**config.mk**
```make
export PLATFORM = sky130hd
export DESIGN_NAME = read_id
export DESIGN_NICKNAME = d
export VERILOG_FILES = /design/src/rtl/read_id_pkg.sv /design/src/rtl/read_id_nand_toggle.sv /design/src/rtl/read_id.sv
export SDC_FILE = /design/constraint.sdc
export NUM_CORES = 1
export LEC_CHECK = 0
export CORE_UTILIZATION = 46
export DETAILED_ROUTE_END_ITERATION = 12
export GPL_TIMING_DRIVEN = 0
export HOLD_SLACK_MARGIN = 0.03
export PLACE_DENSITY = 0.9
export SETUP_SLACK_MARGIN = 0.1
export SYNTH_ARGS = -nofsm -noshare
export SYNTH_HDL_FRONTEND = slang
export SYNTH_SLANG_ARGS = --single-unit
```
**constraint.sdc**
```tcl
create_clock -name clk -period 4.2 [get_ports clk]
set_input_delay 0.42 -clock clk [delete_from_list [all_inputs] [get_ports clk]]
set_output_delay 0.42 -clock clk [all_outputs]
set_load 0.02 [all_outputs]
```
**src/rtl/read_id_pkg.sv**
```systemverilog
// Shared types and constants for the NAND Read-ID sequencer.
// The FSM encoding is exported on state_reg_tb, so the enum values are fixed.
package read_id_pkg;

  typedef enum logic [1:0] {
    ST_IDLE = 2'd0,
    ST_CMD  = 2'd1,
    ST_ADDR = 2'd2,
    ST_READ = 2'd3
  } state_e;

  localparam logic [7:0] CMD_READID = 8'h90;
  localparam logic [7:0] ID_ADDR    = 8'h00;
  localparam logic [7:0] BUS_IDLE   = 8'h00;

  // Bit positions inside the exported control vector {CLE, ALE, CE_n, WE_n, RE_n}
  localparam int unsigned VEC_CLE  = 4;
  localparam int unsigned VEC_ALE  = 3;
  localparam int unsigned VEC_CE_N = 2;
  localparam int unsigned VEC_WE_N = 1;
  localparam int unsigned VEC_RE_N = 0;

  localparam logic [4:0] VEC_IDLE = 5'b00111;

  localparam logic [1:0] DEVID_IDX   = 2'd1;
  localparam logic [1:0] LAST_ID_IDX = 2'd3;

  function automatic logic [4:0] pack_ctrl(input logic cle, input logic ale,
                                           input logic ce_n, input logic we_n,
                                           input logic re_n);
    logic [4:0] v;
    v           = '0;
    v[VEC_CLE]  = cle;
    v[VEC_ALE]  = ale;
    v[VEC_CE_N] = ce_n;
    v[VEC_WE_N] = we_n;
    v[VEC_RE_N] = re_n;
    return v;
  endfunction

endpackage

```
**src/rtl/read_id_nand_toggle.sv**
```systemverilog
// Strobe generator: while enabled, a 4-phase cycle with the strobe low for
// phases 0-1, high for 2-3, and a done pulse in phase 3.
module nand_toggle (
  input  logic clk,
  input  logic reset,
  input  logic en,
  output logic tog_n,
  output logic done
);

  logic [1:0] phase_q;
  logic [1:0] phase_d;

  always_comb begin
    phase_d = 2'd0;
    if (en) begin
      phase_d = phase_q + 2'd1;
    end
  end

  always_ff @(posedge clk or negedge reset) begin
    if (!reset) begin
      phase_q <= 2'd0;
    end else begin
      phase_q <= phase_d;
    end
  end

  // The phase counter is parked at 0 while disabled, so the strobe idles high
  always_comb begin
    tog_n = 1'b1;
    done  = 1'b0;
    if (en) begin
      tog_n = phase_q[1];
      done  = (phase_q == 2'd3);
    end
  end

endmodule

```
**src/rtl/read_id.sv**
```systemverilog
// NAND Read-ID sequencer: CMD 0x90, ADDR 0x00, tWHR wait, then four RE# strobes
// capturing the ID bytes. Internal state is exported on the *_tb ports for debug.
module read_id
  import read_id_pkg::*;
(
  input  logic       clk,
  input  logic       reset,
  input  logic [7:0] input_data,
  output logic [7:0] output_data,
  output logic       IDread_done,
  output logic       toggleDone_tb,
  output logic       dummy_cnt_tb,
  output logic [1:0] state_reg_tb,
  output logic [1:0] IDread_cnt_tb,
  output logic [7:0] DevID_tb,
  output logic [4:0] outputVEC_tb
);

  state_e     state_q, state_d;
  logic       addr_sent_q, addr_sent_d;
  logic       dummy_q, dummy_d;
  logic [1:0] id_cnt_q, id_cnt_d;
  logic       done_q, done_d;
  logic [7:0] devid_q, devid_d;

  logic tog_en;
  logic tog_n;
  logic tog_done;

  // One strobe generator is shared: WE# in CMD/ADDR, RE# in READ
  assign tog_en = (state_q == ST_CMD)
               || ((state_q == ST_ADDR) && !addr_sent_q)
               || (state_q == ST_READ);

  nand_toggle u_toggle (
    .clk   (clk),
    .reset (reset),
    .en    (tog_en),
    .tog_n (tog_n),
    .done  (tog_done)
  );

  always_ff @(posedge clk or negedge reset) begin
    if (!reset) begin
      state_q     <= ST_IDLE;
      addr_sent_q <= 1'b0;
      dummy_q     <= 1'b0;
      id_cnt_q    <= 2'd0;
      done_q      <= 1'b0;
      devid_q     <= 8'h00;
    end else begin
      state_q     <= state_d;
      addr_sent_q <= addr_sent_d;
      dummy_q     <= dummy_d;
      id_cnt_q    <= id_cnt_d;
      done_q      <= done_d;
      devid_q     <= devid_d;
    end
  end

  always_comb begin
    state_d     = state_q;
    addr_sent_d = addr_sent_q;
    dummy_d     = dummy_q;
    id_cnt_d    = id_cnt_q;
    done_d      = done_q;
    devid_d     = devid_q;

    unique case (state_q)
      ST_IDLE: begin
        if (input_data == CMD_READID) begin
          state_d  = ST_CMD;
          done_d   = 1'b0;
          id_cnt_d = 2'd0;
        end
      end

      ST_CMD: begin
        if (tog_done) begin
          state_d = ST_ADDR;
        end
      end

      // addr_sent splits ADDR into the WE# strobe and the two-cycle tWHR wait
      ST_ADDR: begin
        if (!addr_sent_q) begin
          if (tog_done) begin
            addr_sent_d = 1'b1;
          end
        end else if (dummy_q) begin
          state_d     = ST_READ;
          dummy_d     = 1'b0;
          addr_sent_d = 1'b0;
        end else begin
          dummy_d = 1'b1;
        end
      end

      ST_READ: begin
        if (tog_done) begin
          if (id_cnt_q == DEVID_IDX) begin
            devid_d = input_data;
          end
          id_cnt_d = id_cnt_q + 2'd1;
          if (id_cnt_q == LAST_ID_IDX) begin
            done_d  = 1'b1;
            state_d = ST_IDLE;
          end
        end
      end

      default: begin
        state_d = ST_IDLE;
      end
    endcase
  end

  always_comb begin
    output_data  = BUS_IDLE;
    outputVEC_tb = VEC_IDLE;
    unique case (state_q)
      ST_IDLE: begin
        output_data  = BUS_IDLE;
        outputVEC_tb = VEC_IDLE;
      end
      ST_CMD: begin
        output_data  = CMD_READID;
        outputVEC_tb = pack_ctrl(1'b1, 1'b0, 1'b0, tog_n, 1'b1);
      end
      ST_ADDR: begin
        output_data  = ID_ADDR;
        outputVEC_tb = pack_ctrl(1'b0, 1'b1, 1'b0, tog_n, 1'b1);
      end
      ST_READ: begin
        output_data  = BUS_IDLE;
        outputVEC_tb = pack_ctrl(1'b0, 1'b0, 1'b0, 1'b1, tog_n);
      end
      default: begin
        output_data  = BUS_IDLE;
        outputVEC_tb = VEC_IDLE;
      end
    endcase
  end

  assign IDread_done   = done_q;
  assign toggleDone_tb = tog_done;
  assign dummy_cnt_tb  = dummy_q;
  assign state_reg_tb  = state_q;
  assign IDread_cnt_tb = id_cnt_q;
  assign DevID_tb      = devid_q;

endmodule

```
== Word level (Yosys, flattened, before mapping) ==
Cells that the tools add are included.
W data, S select, Z words.
Cells by class
  $add $sub $neg: 2
  eq/ne operators: 13
  multiplexer cells: 22
  reductions and logical operators: 12
Operator list (count)
  $pmux W5 S4: 1
  $mux W2: 9
  $pmux W8 S2: 1
  $ne A2 B2 Y1 const B: 5
  $eq A2 B2 Y1 const B: 4
  $eq A8 B8 Y1 const B: 1
  $mux W1: 8
  $pmux W2 S4: 1
  $reduce_and A3 Y1: 2
  $reduce_and A6 Y1: 1
  $add A2 B1 Y2 const B: 2
  $eq A2 B1 Y1 const B: 2
  $pmux W2 S2: 1
  $reduce_and A4 Y1: 1
  $reduce_or A3 Y1: 1
  $logic_not A2 Y1: 1
  $logic_or A1 B1 Y1: 2
  $ne A2 B1 Y1 const B: 1
  $pmux W1 S2: 1
  $reduce_and A2 Y1: 1
  $reduce_bool A2 Y1: 1
  $logic_and A1 B1 Y1: 1
  $logic_not A1 Y1: 1
Storage, ports and cells
  bits in registers: 17
  input bits: 10
  word-level logic and storage cells: 56

== Depth between registers and ports, before layout ==
Gate-level depths: netlist of run 1.
  depth after elaboration: 7
  mapped depth: 6

== Modules after synthesis ==
From an unflattened synthesis of run 1, not the netlist that was laid out.
Second synthesis, totals
  cell total of the unflattened synthesis: 93
  area total of the unflattened synthesis: 1017.2 um^2
Modules (own cells, without submodules)
  read_id: instances 1, cells an instance 86, area each 927.1 um^2
  nand_toggle: instances 1, cells an instance 7, area each 90.1 um^2

== Worst setup path before layout of run 1 ==
Ideal clock, no wire load.
  path type: register to output
  from: reg state_q[0], in the netlist state_reg_tb[0]
  to: out toggleDone_tb
  arrival time: 1.715 ns
  setup slack: 2.065 ns
  cell stages (with the launch flop): 7
  buffers on the path: 1
  path through: dfrtp_1 inv_1 ha_1 clkbuf_1 inv_1 o21ai_0 and2_1
Between the ends
  cells in the longest elaborated chain, start to end: 5
  elaborated cells on any way between the ends: 7
  classes of those cells: eq/ne (3); mux (1); reduce/logical (3)
RTL lines
  from (decl): line read_id.sv:19  | state_e state_q, state_d;
  from (signal assigned): line read_id.sv:52  | state_q <= state_d;
  $eq A2 B2 Y1: line read_id.sv:32  | || ((state_q == ST_ADDR) && !addr_sent_q)
  $logic_and A1 B1 Y1: line read_id.sv:32
  $logic_or A1 B1 Y1: line read_id.sv:32
  $logic_or A1 B1 Y1 *: line read_id.sv:33  | || (state_q == ST_READ);
  $mux W1 *: line read_id_nand_toggle.sv:33  | if (en) begin
  to (decl): line read_id.sv:11  | output logic toggleDone_tb,
Every way passes the cells marked *; elsewhere a longest branch is shown, timed or not.

== Worst setup path in the final report of run 1 ==
Same ends and word-level chain as after synthesis.

==> results of run 1 <==
[sequential cells by signal, summed over array words and instances, names as in the netlist]
name,cells
addr_sent_q,1
IDread_done,1
dummy_cnt_tb,1
u_toggle.phase_q,2
state_reg_tb,2
DevID_tb,8
IDread_cnt_tb,2
[how the worst max path moves through the flow]
stage	startpoint	end	slack [ps]	cells after the start
2_1_floorplan	state_reg_tb[0]	toggleDone_tb	2070	6
3_3_place_gp	state_reg_tb[0]	toggleDone_tb	1690	7
3_5_place_dp	state_reg_tb[0]	toggleDone_tb	1670	7
4_1_cts	state_reg_tb[0]	toggleDone_tb	1300	7
5_1_grt	state_reg_tb[0]	toggleDone_tb	1190	7
6_report	state_reg_tb[0]	toggleDone_tb	1310	7
[cells in the final DEF, fill, tap and decap left out, types with 2 or more instances in the layout]
| cell type | count |
|---|---|
| buf_4 | 8 |
| inv_1 | 4 |
| nand2_1 | 5 |
| nor2_1 | 7 |
| nand3b_1 | 2 |
| nor2b_1 | 2 |
| ha_1 | 8 |
| clkbuf_1 | 4 |
| conb_1 | 6 |
| clkdlybuf4s50_1 | 31 |
| o311ai_1 | 2 |
| a21oi_1 | 3 |
| dfrtp_1 | 17 |
| mux2_2 | 8 |
| clkbuf_4 | 3 |
| and2_1 | 2 |
| o21ai_0 | 3 |
[area by class of cell]
| cell class | count | area, sq um |
|---|---|---|
| timing repair buffer | 31 | 310 |
| multi-input combinational | 62 | 485 |
| sequential | 17 | 425 |
| inverter | 4 | 15.0 |
| clock buffer | 4 | 26.3 |
| tap | 27 | 33.8 |
| buffer | 11 | 71.3 |
| fill | 153 | 614 |
[per-layer routing]
layer	wire length, microns	track usage, %
met1	797	21.9
met2	1030	33.0
met3	72	3.33
met4	30	6.67
met5	0	0
[metrics by stage]
stage	area, sq um	power (mW)	hold slack, ps	cells	util, %
finish	1370	0.922	447	156	69.0
global route	1370	0.985	489	156	69.0
floorplan	997	0.619	124	94	-
detailed placement	1340	0.833	440	152	67.7
global placement	1340	0.811	422	152	67.7
CTS	1370	0.929	455	156	69.0
[synth_stat cells]
master     count
dfrtp_1       17
buf_4          8
ha_1           8
mux2_2         8
nor2_1         7
nand2_1        5
inv_1          4
a21oi_1        3
clkbuf_1       3
o21ai_0        3
and2_1         2
nand3b_1       2
nor2b_1        2
o311ai_1       2
a211o_1        1
a211oi_4       1
a21boi_0       1
a31oi_1        1
conb_1         1
mux2_4         1
mux2i_1        1
nand2b_1       1
nand3_1        1
nand4bb_1      1
o21a_4         1
o22a_1         1
o22ai_1        1
or4_4          1
xnor2_1        1
[cell families after synthesis]
logic type | Yosys count
and+or+nand+nor | 22
other | 1
AOI/OAI and AO/OA | 15
xor gates and xnor gates | 1
buffers and inverters | 15
DFF | 17
adders and majority gates | 8
muxes | 10
[worst reg2reg max path: cells and delay by family, from the launching register on]
kind            cells  cell delay, ps
flops               1             450
compound gates      2             370
mux                 1             320
fa+ha+maj           1             220
buf+inv             1             210
simple gates        1             170
[power groups by stage]
stage / sequential [mW] / combinational, mW / clock, mW
3_3_place_gp: 0.256 / 0.555 / 0
4_1_cts: 0.259 / 0.573 / 0.0967
2_1_floorplan: 0.294 / 0.325 / 0
3_5_place_dp: 0.263 / 0.571 / 0
5_1_grt: 0.264 / 0.621 / 0.100
6_report: 0.259 / 0.570 / 0.0930
==> flow_summary.toml, run 1 <==
[run_status]
outcome = "completed"

[setup_path]
required_ps = 3780
crit_path_top_delay_cell = "clkdlybuf4s50_1"
crit_top_cell = "inv_1"
cp_num_buf_inv = 4
path_max_fanout = 8
worstPathArrival_ps = 2470
timing.rr.end = "state_reg_tb[1]"
critPathKind = "register to output port"
critPathMaxStageDelay_ps = 600
critPathLaunchType = "register"
ff2ff_path_depth = 6
reg2reg_from = "state_reg_tb[0]"
ff2ff_setup_slack_ps = 2360
critical-path-top-delay-family = "buffers and inverters"
endpoint_kind = "output port"
path_cells = "inv_1 -> ha_1 -> clkbuf_1 -> inv_1 -> o21ai_0 -> and2_1 -> clkdlybuf4s50_1"

[power_and_ir_drop]
comb_power_share_pct = 61.8
switching_share_pct = 42.7
p_int_uw = 528
p_switching_uw = 393
p_seq_share_pct = 28.1
p_per_area_nw_per_um2 = 674
ir_worst_vdd_v = 0.000634
p_leak_nw = 0.615
clkPwrFrac_pct = 10.1

[floorplanning]
die_h_microns = 48.1
die_x_microns = 48.1
coreArea_sq_um = 1980
row_count = 16
io_pins = 38
start_util_pct = 49.4
dieArea_sq_um = 2320

[clock_tree]
cts_tree = "built"
root_buffer = "clkbuf_4"
numClockSinks = 17
ctsResizeCount = 0
clk_latency_ps = 310
cts_max_level = 1
post_cts_buffers = 0
cts_buffers = 3
hold_buffers = 0
clk_path_buf_depth = 2
cts.clk_slew.worst_paths_ps = 100

[synth]
yosysWarningCount = 0
synthTopCellsByArea = "dfrtp_1 (43%), ha_1 (10%), mux2_2 (9.2%)"
yosys.area.top_type = "dfrtp_1"
synth_compound_area_share_pct = 12.3
synth_top_area_share_pct = 43.5
syn_area_sq_um = 978
synth-simple-area-share_pct = 12.1
ys_ff_latch = 17
synthCells = 89
yosysUniqueCellTypes = 29
synth_top_family_by_area = "compound AO/OA/AOI/OAI gates"
postSynthAreaPerCell_sq_um = 11.0
yosys.area_share.adder_pct = 10.2
yosysSeqAreaShare_pct = 43.5
synth_xor_area_share_pct = 0.895
synth_mux_area_share_pct = 11.8

[cells_and_area]
area_growth_pct = 39.8
diodes = 0
fin_nets = 148
drive_gt1_share_pct = 17.8

[global_routing]
grt_pass1_wl_mm = 2.83
grt_pass1_vias = 662
antenna_found_initial = 0
track_usage_pct = 18.4
grt_max_degree = 18
globalRouteOverflowTotal = 0

[place]
port_buffers = 31
hpwl_mm = 1.50
place_congestion = 0.733
dp_worst_setup_slack_ps = 1670

[worst_hold_path]
min_from = "u_toggle.phase_q[0]"
hold_path.class = "register to register"
worst_hold_path.endpoint = "u_toggle.phase_q[0]"
hold_depth = 1

[routing]
via_count = 757
viasPerCell = 4.85
drtPass1Iterations = 4
wl_mm = 1.93
route.detailed.drc = 0
ant_nets = 0
wl_per_cell_microns = 12.4
drt_iter0_drc = 9

[timing]
fmax_mhz = 346
setup-violations-final = 0
tightest_slew_ps = 730
rsz0062_at_grt = "no"
setup_tns_ps = 0
finalMaxSlewViolations = 0
max_slew_margin_pct = 51.2
period_share_pct = 68.9
min_period_ps = 2890
clock_skew_ps = 0.677
hold_violations = 0
fin_ws_ps = 1310

[flow_run]
maxCapViolCount = 0
No activity file was read; power rests on OpenSTA's default activity.
==> run 2, diff against run 1 <==
CORE_UTILIZATION = 43   (was 46)
PLACE_DENSITY = 0.85   (was 0.9)
clock period = 2.9 ns   (was 4.2 ns; I/O delays follow)
==> run 2 against run 1 <==
Worst setup slack worse by 1000 ps. First-iteration DRC count down 22%. Sequential share of layout area about the same. Critical path type unchanged. Critical endpoint unchanged. Largest cell class unchanged. Highest routed layer unchanged.
==> flow_summary.toml, run 2 (synthesis gave the netlist of run 1 again) <==
[timing]
max_slew_margin_pct = 48.7
setup-violations-final = 0
period_share_pct = 89.8
hold_violations = 0
fin_ws_ps = 297
tightest_slew_ps = 766
setup_tns_ps = 0
rsz0062_at_grt = "no"
clock_skew_ps = 6.55
fmax_mhz = 384
finalMaxSlewViolations = 0
min_period_ps = 2600

[routing]
drtPass1Iterations = 4
via_count = 783
wl_per_cell_microns = 12.8
route.detailed.drc = 0
ant_nets = 0
wl_mm = 2.00
drt_iter0_drc = 7
viasPerCell = 5.02

[setup_path]
endpoint_kind = "output port"
critPathMaxStageDelay_ps = 600
worstPathArrival_ps = 2310
crit_top_cell = "inv_1"
critPathLaunch = "state_reg_tb[0]"
critPathKind = "register to output port"
required_ps = 2610
reg2reg_from = "state_reg_tb[0]"
crit_path_top_delay_cell = "clkdlybuf4s50_1"
path_max_fanout = 8
critPathLaunchType = "register"
path_cells = "inv_1 -> ha_1 -> clkbuf_2 -> inv_1 -> o21ai_1 -> and2_1 -> clkdlybuf4s50_1"

[power_and_ir_drop]
comb_power_share_pct = 62.3
p_per_area_nw_per_um2 = 982
p_switching_uw = 576
p_seq_share_pct = 27.9
total_power_mw = 1.34
switching_share_pct = 42.8
p_leak_nw = 0.618
clkPwrFrac_pct = 9.8
ir_worst_vdd_v = 0.000941
p_int_uw = 768

[place]
dp.cells = 152
port_buffers = 31
dp_worst_setup_slack_ps = 417
place_congestion = 0.775
hpwl_mm = 1.53

[flow_run]
maxCapViolCount = 0

[global_routing]
antenna_found_initial = 0
grt_pass1_wl_mm = 3.34
gr-usage-met2_pct = 30.4
grt_use_met3_pct = 3.40
grt_max_degree = 18
globalRouteOverflowTotal = 0
track_usage_pct = 18.7
use_met1_pct = 21.4
top_usage_layer = "met2"
grt_pass1_vias = 771

[clock_tree]
cts_tree = "built"
cts_buffers = 3
cts_max_level = 1
clk_path_buf_depth = 2
hold_buffers = 0
post_cts_buffers = 0
clk_latency_ps = 300
cts.clk_slew.worst_paths_ps = 100
root_buffer = "clkbuf_4"
numClockSinks = 17

[floorplanning]
start_util_pct = 47.9
row_count = 16
io_pins = 38
die_x_microns = 49.7
coreArea_sq_um = 2040
die_h_microns = 49.7
dieArea_sq_um = 2470

[cells_and_area]
final_cell_mix = "clkdlybuf4s50_1 (31), dfrtp_1 (17), mux2_2 (8), ha_1 (8), buf_4 (8)"
finalNonFillerCells = 156
final_common_cell = "clkdlybuf4s50_1"
diodes = 0
area_growth_pct = 39.9
post-route-util_pct = 67.0
largest_reg_flops = 8
fin_nets = 148
drive_gt1_share_pct = 18.6

[worst_hold_path]
hold_path.class = "input port to async pin"

[run_status]
outcome = "completed"
## run 2: routing by layer
| layer | routed length, microns | share of wire [%] |
|---|---|---|
| met3 | 110 | 5.5 |
| met2 | 979 | 49 |
| met5 | 0 | 0 |
| met4 | 56 | 2.8 |
| met1 | 853 | 43 |
## run 2: final cells by class
type	instances	area, sq um
plain buffers	11	72.6
clock buffers	4	26.3
fillers	171	673
inverters	4	15.0
multi-input cells	62	485
flip-flops and latches	17	425
well taps	27	33.8
repair buffers	31	310
## run 2: path summary, 6_finish.rpt
kind | slack, ps | endpoint | cells past startpoint
max reg2reg | 1020 | DevID_tb[2] | 4
min reg2reg | 440 | u_toggle.phase_q[0] | 1
min in group clk | 440 | u_toggle.phase_q[0] | 1
max in group asynchronous | 1990 | DevID_tb[7] | 1
max | 300 | toggleDone_tb | 7
min | 430 | dummy_cnt_tb | 1
## run 2: power groups by stage
stage	Clock [mW]	Combinational [mW]	Sequential [mW]
global placement	0	0.806	0.372
detailed placement	0	0.834	0.380
floorplan	0	0.470	0.426
global route	0.142	0.905	0.388
CTS	0.134	0.840	0.376
finish	0.132	0.838	0.374
## run 2: critical path: cells and delay by family, from the launching register on
family          cells  cell delay, ps
buf+inv             4            1030
flops               1             450
fa+ha+maj           1             180
compound gates      1             180
simple gates        1             160
## run 2: repair_timing
action / in CTS / in global routing
cloned: 0 / 0
pin swaps: 0 / 0
gates resized for setup: 1 / 1
endpoints found under the setup margin: 1 / 1
## run 2: metrics by stage
| stage | hold slack [ps] | cell area (sq um) |
|---|---|---|
| 5_1_grt | 472 | 1370 |
| 3_5_place_dp | 432 | 1340 |
| 6_report | 428 | 1370 |
| 4_1_cts | 446 | 1370 |
| 3_3_place_gp | 422 | 1340 |
| 2_1_floorplan | -5.59 | 997 |
==> run 3, diff against run 2 <==
CORE_MARGIN = 2   (was default)
==> run 3 against run 2 <==
Core utilization decreased by 4.5 points. Register-to-register slack improved by 40 ps. Flip-flop and latch count unchanged. Sequential share of layout area about the same.
==> flow_summary.toml, run 3 (synthesis gave the netlist of run 1 again) <==
[timing]
tightest_slew_ps = 755
hold_violations = 0
setup-violations-final = 0
setup_tns_ps = 0
fin_ws_ps = 316
clock_skew_ps = 1.97
fmax_mhz = 387
min_period_ps = 2580
period_share_pct = 89.1
finalMaxSlewViolations = 0
rsz0062_at_grt = "no"
max_slew_margin_pct = 49.5

[cells_and_area]
register_area_sq_um = 425
final_common_cell = "clkdlybuf4s50_1"
final_area_sq_um = 1370
diodes = 0
largest_reg_flops = 8
final_cell_mix = "clkdlybuf4s50_1 (31), dfrtp_1 (17), mux2_2 (8), ha_1 (8), buf_4 (8)"
fin_nets = 148
drive_gt1_share_pct = 18.6
multiInputGateArea_sq_um = 485
nFillCells = 188
area_growth_pct = 40.0

[power_and_ir_drop]
p_leak_nw = 0.618
ir_worst_vdd_v = 0.000652
comb_power_share_pct = 62.2
p_per_area_nw_per_um2 = 959
p_switching_uw = 547
p_seq_share_pct = 28.4
clkPwrFrac_pct = 9.4
switching_share_pct = 41.7
p_int_uw = 766

[global_routing]
grt_pass1_vias = 729
globalRouteOverflowTotal = 0
grt_pass1_wl_mm = 3.08
antenna_found_initial = 0
grt_max_degree = 18
track_usage_pct = 15.5

[routing]
drt_iter0_drc = 7
wl_mm = 1.82
drtPass1Iterations = 4
ant_nets = 0
route.detailed.drc = 0
via_count = 755
wl_per_cell_microns = 11.6
viasPerCell = 4.81

[clock_tree]
cts.clk_slew.worst_paths_ps = 90
clk_path_buf_depth = 2
cts_buffers = 3
cts_max_level = 1
hold_buffers = 0
root_buffer = "clkbuf_4"
cts_tree = "built"
clk_latency_ps = 290
numClockSinks = 17

[setup_path]
worstPathArrival_ps = 2290
path_max_fanout = 8
critPathKind = "register to output port"
ff2ff_path_depth = 6
required_ps = 2610
endpoint_kind = "output port"
critPathLaunchType = "register"

[place]
place_congestion = 0.691
hpwl_mm = 1.44
postPlaceCellArea_sq_um = 1340
port_buffers = 31
dp_worst_setup_slack_ps = 483

[floorplanning]
die_h_microns = 51.7
coreArea_sq_um = 2190
row_count = 17
dieArea_sq_um = 2670
io_pins = 38
start_util_pct = 44.7
die_x_microns = 51.7

[flow_run]
maxCapViolCount = 0

[run_status]
outcome = "completed"

[worst_hold_path]
hold_path.class = "input port to async pin"
## run 3: cell counts in the layout (fill, tap and decap cells not counted)
Identical to the previous run, type by type.
## run 3: final timing paths
check	endpoint	startpoint	slack [ps]
max	toggleDone_tb	state_reg_tb[0]	320
min	DevID_tb[7]	reset	440
max reg2reg	state_reg_tb[1]	state_reg_tb[0]	1060
min reg2reg	u_toggle.phase_q[0]	u_toggle.phase_q[0]	440
max in group asynchronous	addr_sent_q	reset	1990
min in group clk	u_toggle.phase_q[0]	u_toggle.phase_q[0]	440
## run 3: repair_timing
| item | 4_1_cts | 5_1_grt |
|---|---|---|
| gates resized for setup | 0 | 2 |
| endpoints found under the setup margin | 0 | 1 |
| buffers inserted | 0 | 0 |
## run 3: through the flow
stage	utilization (%)	hold WS, ps	total power, mW	std cells
2_1_floorplan	-	-5.59	0.896	94
3_3_place_gp	61.3	423	1.18	153
3_5_place_dp	61.3	429	1.20	153
4_1_cts	62.5	445	1.33	157
5_1_grt	62.5	451	1.41	157
6_report	62.5	440	1.31	157
## run 3: layout make-up
cell class                 instances  share of cell area [%]
inverter                           4                    1.10
multi-input combinational         62                    35.4
clock buffer                       4                    1.92
tap                               28                    2.56
sequential                        17                    31.1
timing repair buffer              31                    22.6
buffer                            11                    5.30
## run 3: power groups by stage
stage | Combinational, mW | Sequential [mW] | Clock, mW
floorplan | 0.470 | 0.426 | 0
global placement | 0.808 | 0.373 | 0
detailed placement | 0.819 | 0.377 | 0
CTS | 0.825 | 0.374 | 0.127
global route | 0.890 | 0.385 | 0.140
finish | 0.817 | 0.373 | 0.124
## run 3: layer usage
metal  share of wire, %  track usage, %  up-vias
met2                 46            25.4       37
met1                 45            19.4      341
met4               0.77            6.58        0
li1                   -               -      375
met3                8.6            3.74        2
met5                  0               0        -
## run 3: worst max-delay path, cell delays in order, from the launching register on
cell and delay, ps:
dfrtp_1 450, inv_1 140, ha_1 180, clkbuf_2 210, inv_1 50, o21ai_0 210
and2_1 160, clkdlybuf4s50_1 600
